$ cat src/rtl/wave_pkg.sv
// Shared types for the wave_gen DDS oscillator: waveform select and FSM states.
package wave_pkg;

  localparam int unsigned MODE_W = 2;

  // Waveform select; the reserved encoding 2'd3 falls back to sawtooth.
  typedef enum logic [MODE_W-1:0] {
    WAVE_SAW = 2'd0,
    WAVE_TRI = 2'd1,
    WAVE_SQR = 2'd2
  } wave_mode_e;

  // Oscillator control states.
  typedef enum logic {
    ST_IDLE = 1'b0,
    ST_RUN  = 1'b1
  } state_e;

endpackage

$ cat src/rtl/phase_accum.sv
// Phase accumulator for wave_gen: modulo-2^acc_width_p phase with clear, hard sync and advance.
// Precedence: clear > advance (sync restarts from ftw) > sync alone (restart at 0) > hold.
module phase_accum #(
  parameter int unsigned acc_width_p = 24
) (
  input  logic                   clk_i,
  input  logic                   reset_i,
  input  logic                   clear_i,
  input  logic                   sync_i,
  input  logic                   advance_i,
  input  logic [acc_width_p-1:0] ftw_i,
  output logic [acc_width_p-1:0] phase_o
);

  logic [acc_width_p-1:0] phase_q;
  logic [acc_width_p-1:0] phase_d;

  // Next phase; the add wraps naturally at the register width.
  always_comb begin
    phase_d = phase_q;
    if (clear_i) begin
      phase_d = '0;
    end else if (advance_i) begin
      phase_d = sync_i ? ftw_i : phase_q + ftw_i;
    end else if (sync_i) begin
      phase_d = '0;
    end
  end

  // Phase register.
  always_ff @(posedge clk_i or posedge reset_i) begin
    if (reset_i) begin
      phase_q <= '0;
    end else begin
      phase_q <= phase_d;
    end
  end

  assign phase_o = phase_q;

endmodule

$ cat src/rtl/wave_gen.sv
// wave_gen: DDS oscillator producing signed saw/triangle/square samples on a valid/ready stream.
// Optional feature macro WAVE_GEN_DUTY_EN adds duty_i / duty_width_p for programmable square duty.
module wave_gen
  import wave_pkg::*;
#(
  parameter int unsigned width_p      = 12,
  parameter int unsigned acc_width_p  = 24
`ifdef WAVE_GEN_DUTY_EN
  ,
  parameter int unsigned duty_width_p = 8
`endif
) (
  input  logic                   clk_i,
  input  logic                   reset_i,
  input  logic                   en_i,
  input  logic [MODE_W-1:0]      mode_i,
  input  logic [acc_width_p-1:0] ftw_i,
  input  logic                   sync_i,
`ifdef WAVE_GEN_DUTY_EN
  input  logic [duty_width_p-1:0] duty_i,
`endif
  input  logic                   ready_i,
  output logic [width_p-1:0]     data_o,
  output logic                   valid_o
);

  state_e                 state_q, state_d;
  logic [width_p-1:0]     data_q, data_d;
  logic                   valid_q, valid_d;
  logic                   load_c;
  logic                   clear_c;
  logic [acc_width_p-1:0] phase_c;
  logic [acc_width_p-1:0] sample_phase_c;
  logic [width_p-1:0]     t_c;
  logic [width_p-2:0]     fold_c;
  logic                   sqr_high_c;
  logic [width_p-1:0]     sample_c;

  phase_accum #(
    .acc_width_p(acc_width_p)
  ) u_phase (
    .clk_i    (clk_i),
    .reset_i  (reset_i),
    .clear_i  (clear_c),
    .sync_i   (sync_i),
    .advance_i(load_c),
    .ftw_i    (ftw_i),
    .phase_o  (phase_c)
  );

  // Waveform mapping of the phase used by this load (sync forces phase 0).
  always_comb begin
    sample_phase_c = sync_i ? '0 : phase_c;
    t_c            = width_p'(sample_phase_c >> (acc_width_p - width_p));
    fold_c         = t_c[width_p-1] ? ~t_c[width_p-2:0] : t_c[width_p-2:0];
`ifdef WAVE_GEN_DUTY_EN
    sqr_high_c     = duty_width_p'(sample_phase_c >> (acc_width_p - duty_width_p)) < duty_i;
`else
    sqr_high_c     = ~t_c[width_p-1];
`endif
    if (mode_i == MODE_W'(WAVE_TRI)) begin
      sample_c = {~fold_c[width_p-2], fold_c[width_p-3:0], 1'b0};
    end else if (mode_i == MODE_W'(WAVE_SQR)) begin
      sample_c = sqr_high_c ? {1'b0, {(width_p-1){1'b1}}} : {1'b1, {(width_p-1){1'b0}}};
    end else begin
      sample_c = {~t_c[width_p-1], t_c[width_p-2:0]};
    end
  end

  // Next state, load strobe and output-register next values.
  // A pending sample is never dropped: leaving RUN waits for it to be accepted.
  always_comb begin
    state_d = state_q;
    data_d  = data_q;
    valid_d = valid_q;
    load_c  = 1'b0;
    clear_c = 1'b0;
    case (state_q)
      ST_IDLE: begin
        clear_c = 1'b1;
        valid_d = 1'b0;
        if (en_i) begin
          state_d = ST_RUN;
        end
      end
      ST_RUN: begin
        if (!valid_q || ready_i) begin
          if (en_i) begin
            load_c  = 1'b1;
            data_d  = sample_c;
            valid_d = 1'b1;
          end else begin
            valid_d = 1'b0;
            state_d = ST_IDLE;
          end
        end
      end
      default: begin
        state_d = ST_IDLE;
      end
    endcase
  end

  // State and output registers; reset discards any pending sample immediately.
  always_ff @(posedge clk_i or posedge reset_i) begin
    if (reset_i) begin
      state_q <= ST_IDLE;
      data_q  <= '0;
      valid_q <= 1'b0;
    end else begin
      state_q <= state_d;
      data_q  <= data_d;
      valid_q <= valid_d;
    end
  end

  assign data_o  = data_q;
  assign valid_o = valid_q;

endmodule

$ cat config.mk
export PLATFORM = sky130hd
export DESIGN_NAME = wave_gen
export DESIGN_NICKNAME = d
export VERILOG_FILES = /design/src/rtl/wave_pkg.sv /design/src/rtl/phase_accum.sv /design/src/rtl/wave_gen.sv
export SDC_FILE = /design/constraint.sdc
export NUM_CORES = 1
export LEC_CHECK = 0
export CORE_MARGIN = 3
export CORE_UTILIZATION = 55
export CTS_CLUSTER_DIAMETER = 200
export DETAILED_ROUTE_END_ITERATION = 10
export PLACE_DENSITY = 0.8
export SLEW_MARGIN = 5
export SYNTH_ARGS = -nofsm -noshare
export SYNTH_HDL_FRONTEND = slang
export SYNTH_SLANG_ARGS = --single-unit
$ cat constraint.sdc
create_clock -name clk_i -period 3.05 [get_ports clk_i]
set_input_delay 0.915 -clock clk_i [delete_from_list [all_inputs] [get_ports clk_i]]
set_output_delay 0.915 -clock clk_i [all_outputs]
set_load 0.02 [all_outputs]
==> out/metrics.cfg, run 1 <==
[run_status]
outcome=finished, final reports clean

[placed_design]
place_area_sq_mm=0.00402
port_buffers=43
gp_congestion=0.950
dp_hpwl_microns=6300

[die]
core_area_sq_mm=0.00557
die_x_microns=82.2
die_height_microns=82.2
die_area_sq_mm=0.00675
io-pin-count=44
start_util_pct=57.2
fp-row-count=27

[detailed_routing]
drcViolationCount=0
wl_per_cell_microns=17.2
drtAntennaViolNets=0
routed_wirelength_microns=9190
drt_iter0_markers=304
via_count=3333
dr.pass1.iters=4
routed_via_density=6.25

[clock_network]
cts_tree=done
cts_buffers=5
clock-sinks=38
h-tree-depth=2
clk_pin_slew_ps=90
clk_latency_ps=300
cts_buffer_depth=2
cts_root_buffer=clkbuf_8

[sta]
setup_viol=0
fin_setup_tns_ps=0
fin_skew_ps=7.62
relSlewSlack_pct=56.8
period_needed_ps=3020
timing.hold.ws_ps=497
rsz0062_at_grt=yes
hold_viol_final=0
finalCritPeriodShare_pct=99.1
maxSlewViolCount=0
fmax_mhz=331
worst_slew_pin_slew_ps=648

[synthesis]
synth_adder_area_share_pct=9.65
ys_seq_area_share_pct=29.8
syn_avg_cell_area_sq_um=8.62
synth_mux_area_share_pct=0.981
synth_edf_count=0
synth_cell_type_count=56
synth_top_family_by_area=compound AO/OA/AOI/OAI gates
async_flop_share_pct=100
syn-cell-area_sq_mm=0.00319
synthXorXnorAreaFrac_pct=7.14
synth_compound_area_share_pct=30.2
synthCells=370
synth_nets=425
yosys.area_share.simple_pct=16.9
yosys_warnings=0
ys_ff_latch=38
ys.flop_type=dfrtp_1

[job]
max_cap_violations=0

[setup_path]
end_kind=register
critical_path_class=primary input to register
rr_startpoint=u_phase.phase_o[0]
cp.required_ps=3280
crit_fanout=4
cp.arrival_ps=3250
worstRegToRegCells=12
r2r-end=u_phase.phase_o[20]
r2r_slack_ps=310
critPathLaunchType=primary input

[final_layout]
final_cell_mix=buf_4, dfrtp_1, clkdlybuf4s50_1
final_common_cell=buf_4
design_area_sq_mm=0.00435
fin_util_pct=78.0
syn2layout_area_growth_pct=36.3
drive_gt1_share_pct=22.8
antennaDiodeCount=0
layout.nets=515

[worst_hold_path]
hold_path.startpoint=data_o[3]
min_path_cells=1
min_to=data_o[3]
holdCritPathClass=register to register

[power_and_ir_drop]
leakagePower_nw=1.99
power_density_mw_per_mm2=455
totalPowerFinal_mw=1.98
ir_drop_v=0.000271

[global_routing]
grt_max_degree=39
grt_pass1_vias=3205
grt_first_pass_wirelength_microns=14700
antenna_found_initial=0
grt_usage_pct=28.2
grt_overflow_total=0

cells in the mapped netlist, types with 2 or more instances:
cell,instances,area share (%)
a22oi_1,9,2.1
nand2b_1,5,0.98
xnor2_1,9,2.5
a41oi_2,2,1.0
clkbuf_1,17,2.0
o21ai_0,28,4.4
and4_1,2,0.55
a21oi_1,18,2.8
o31ai_1,2,0.47
dfrtp_1,38,30
mux2i_1,2,0.63
ha_1,23,9.0
a221o_1,2,0.63
and2_1,2,0.39
o21ai_1,3,0.47
o21a_1,14,3.3
xor2_1,17,4.7
nand3_1,24,3.8
a32oi_1,7,1.9
nand2_1,19,2.2
nor2b_1,7,1.4
o211ai_1,15,3.5
a31oi_1,15,2.9
inv_1,8,0.94
buf_6,2,0.71
nor2_1,19,2.2
a21o_1,17,4.0
a211oi_1,2,0.47
nor3_1,8,1.3
and3_1,8,1.6
cell families after synthesis:
family,Yosys count
adders and majority gates,24
buffers and inverters,33
and+or+nand+nor,105
xor gates and xnor gates,26
DFF,38
AOI/OAI and AO/OA,141
muxes,3
how the worst max path moves through the flow:
stage                     startpoint                  end
after floorplan             ftw_i[0]  u_phase.phase_o[14]
after global placement      ftw_i[0]  u_phase.phase_o[22]
after detailed placement    ftw_i[0]  u_phase.phase_o[22]
after CTS                   ftw_i[0]  u_phase.phase_o[14]
after global routing        ftw_i[3]  u_phase.phase_o[20]
final                       ftw_i[3]  u_phase.phase_o[20]
critical path: stages:
cell and delay [ps]:
clkdlybuf4s50_1 450, ha_1 310, buf_4 120, o211ai_1 150, a31oi_2 270, a41oi_4 200
buf_4 180, o211ai_1 210, a41oi_2 150, xor2_1 180, o21ai_1 120
what timing repair did:
item                                   CTS  global route
endpoints found under the hold margin    0             0
setup buffers                            8             1
cloned                                   0             0
hold buffers                             0             0
resized for setup                       15            26
pin swaps                               16            15
setup endpoints to repair               13            12
metrics by stage:
stage | setup slack (ps) | std cells
after floorplan | 9.12 | 370
after global placement | -590 | 516
after detailed placement | -688 | 516
after CTS | 7.48 | 532
after global routing | -64.1 | 533
final | 26.6 | 533
power by group:
part | switching (mW) | total [mW] | internal (mW)
Combinational | 0.402 | 0.811 | 0.410
Sequential | 0.0688 | 0.636 | 0.567
Clock | 0.205 | 0.533 | 0.328
layer usage:
layer	GRT usage, %	wire (microns)	vias to the layer above
li1	-	-	1571
met1	36.9	3920	1589
met2	46.8	4450	155
met3	4.77	661	18
met4	9.97	157	0
met5	0	0	-
registers in the layout (all words and copies together) (netlist names):
name	flops
valid_o	1
data_o	12
state_q	1
u_phase.phase_o	24
area by class of cell:
class                   instances  area (sq um)
clock buffers                   5          68.8
clock inverters                 3          68.8
fillers                       361          1230
inverters                       8          30.0
multi-input cells             299          2230
flip-flops and latches         38           951
well taps                      72          90.1
repair buffers                108           912
(Power assumes the default switching activity.)
==> run 2: changes to the inputs <==
CORE_UTILIZATION = 56   (was 55)
PLACE_DENSITY = 0.81   (was 0.8)
==> out/metrics.cfg, run 2 (same netlist as run 1, synthesis figures left out) <==
[sta]
fmax_mhz=335  ; +1.2%
worst_slew_pin_slew_ps=628  ; -20.0 ps
timing.hold.ws_ps=484  ; -12.7 ps
maxSlewViolCount=0  ; unchanged
setup_viol=0  ; unchanged
rsz0062_at_grt=yes
fin_ws_ps=61.3  ; +34.7 ps
fin_setup_tns_ps=0  ; unchanged
period_needed_ps=2990  ; -34.7 ps
finalCritPeriodShare_pct=98.0  ; -1.1 points
relSlewSlack_pct=58.1  ; +1.3 points
fin_skew_ps=5.08  ; -2.54 ps
hold_viol_final=0  ; unchanged

[detailed_routing]
dr.pass1.iters=4  ; unchanged
via_count=3200  ; -4.0%
routed_via_density=6.12  ; -2.2%
routed_wirelength_microns=8880  ; -3.3%
drcViolationCount=0  ; unchanged
drtAntennaViolNets=0  ; unchanged
wl_per_cell_microns=17.0  ; -1.5%
drt_iter0_markers=156  ; -49%

[global_routing]
grt_max_degree=39  ; unchanged
grt_overflow_total=0  ; unchanged
grt_pass1_vias=3056  ; -4.6%
grt_first_pass_wirelength_microns=14200  ; -3.0%
antenna_found_initial=0  ; unchanged
grt_usage_pct=27.5  ; -0.69 points

[worst_hold_path]
holdCritPathClass=register to register
hold_path.startpoint=data_o[11]

[final_layout]
final_cell_mix=buf_4, dfrtp_1, clkdlybuf4s50_1
final_common_cell=buf_4
syn2layout_area_growth_pct=33.5
design_area_sq_mm=0.00426  ; -2.1%
fin_util_pct=80.3  ; +2.3 points
drive_gt1_share_pct=22.3  ; -0.48 points
antennaDiodeCount=0  ; unchanged
final_cells=523  ; -1.9%
largest_register_ffs=24  ; unchanged
nFillCells=358  ; -0.83%
layout.nets=508  ; -1.4%

[clock_network]
postCtsHoldBufs=0  ; unchanged
h-tree-depth=2  ; unchanged
cts_buffer_depth=2  ; unchanged
cts_tree=done
clk_latency_ps=290  ; about the same
clock-sinks=38  ; unchanged
cts_buffers=5  ; unchanged
clk_pin_slew_ps=80  ; about the same
cts_root_buffer=clkbuf_8

[job]
max_cap_violations=0  ; unchanged

[die]
die_area_sq_mm=0.00664  ; -1.7%
core_area_sq_mm=0.00530  ; -4.9%
start_util_pct=60.1  ; +2.9 points
die_height_microns=81.5  ; -0.83%
fp-row-count=26  ; -3.7%
die_x_microns=81.5  ; -0.83%
io-pin-count=44  ; unchanged

[placed_design]
gp_congestion=0.892  ; -6.1%
place_ws_ps=-633  ; +55.1 ps
dpl.cell_count=511  ; -0.97%
port_buffers=43  ; unchanged
dp_hpwl_microns=6190  ; -1.8%
place_area_sq_mm=0.00400  ; -0.62%

[power_and_ir_drop]
totalPowerFinal_mw=1.78  ; -10%
ir_drop_v=0.000213  ; -21%
power_density_mw_per_mm2=418  ; -8.2%
leakagePower_nw=1.94  ; -2.5%

[setup_path]
rr_startpoint=u_phase.phase_o[0]
cp.required_ps=3260  ; -20 ps
end_kind=register
cp-startpoint=ftw_i[5]
critPathLaunchType=primary input
crit_fanout=3  ; -1
cp.arrival_ps=3200  ; -50 ps
critical_path_class=primary input to register

[run_status]
outcome=finished, final reports clean

-- run 2: final cells by class --
cell class              instances  area (sq um)  area share (%)
clock buffers                   5          68.8            1.62
clock inverters                 2          10.0           0.235
inverters                       8          30.0           0.705
multi-input cells             299          2260            53.0
flip-flops and latches         38           951            22.3
well taps                      70          87.6            2.06
repair buffers                101           852            20.0
-- run 2: final timing paths --
kind / cells after the start / slack (ps) / to
setup / recovery: 11 / 60 / u_phase.phase_o[21]
setup reg to reg: 12 / 380 / u_phase.phase_o[10]
max in group asynchronous: 3 / 1630 / u_phase.phase_o[5]
hold reg to reg: 2 / 480 / data_o[11]
min in group asynchronous: 3 / 1070 / u_phase.phase_o[2]
hold / removal: 2 / 480 / data_o[11]
-- run 2: critical path: stages --
cell and delay [ps]:
clkdlybuf4s50_1 420, ha_1 320, o21ai_2 80, nand2b_1 90
o2111ai_2 160, o211ai_1 370, buf_4 180, nand4b_1 140
a21oi_2 230, nor3_1 80, o31ai_2 200
-- run 2: power breakdown --
part           leakage (nW)  internal [mW]  switching [mW]  total, mW
Combinational          1.41          0.406           0.396      0.802
Sequential            0.485          0.567          0.0685      0.636
Clock                0.0438          0.154           0.188      0.342
Total                  1.94           1.13           0.652       1.78
-- run 2: repair_timing --
| item | in CTS | in global routing |
|---|---|---|
| endpoints found under the setup margin | 13 | 11 |
| gates resized for setup | 23 | 26 |
| pin swaps | 15 | 16 |
| buffers inserted | 3 | 2 |
-- run 2: routing by layer --
metal	part of all wire [%]	global-route usage (%)	vias to the layer above	wire length (microns)
met5	0	0	-	0
met4	1.2	5.74	0	111
met3	4.7	3.84	14	416
met2	50	46.7	85	4470
met1	44	37.2	1549	3890
li1	-	-	1552	-
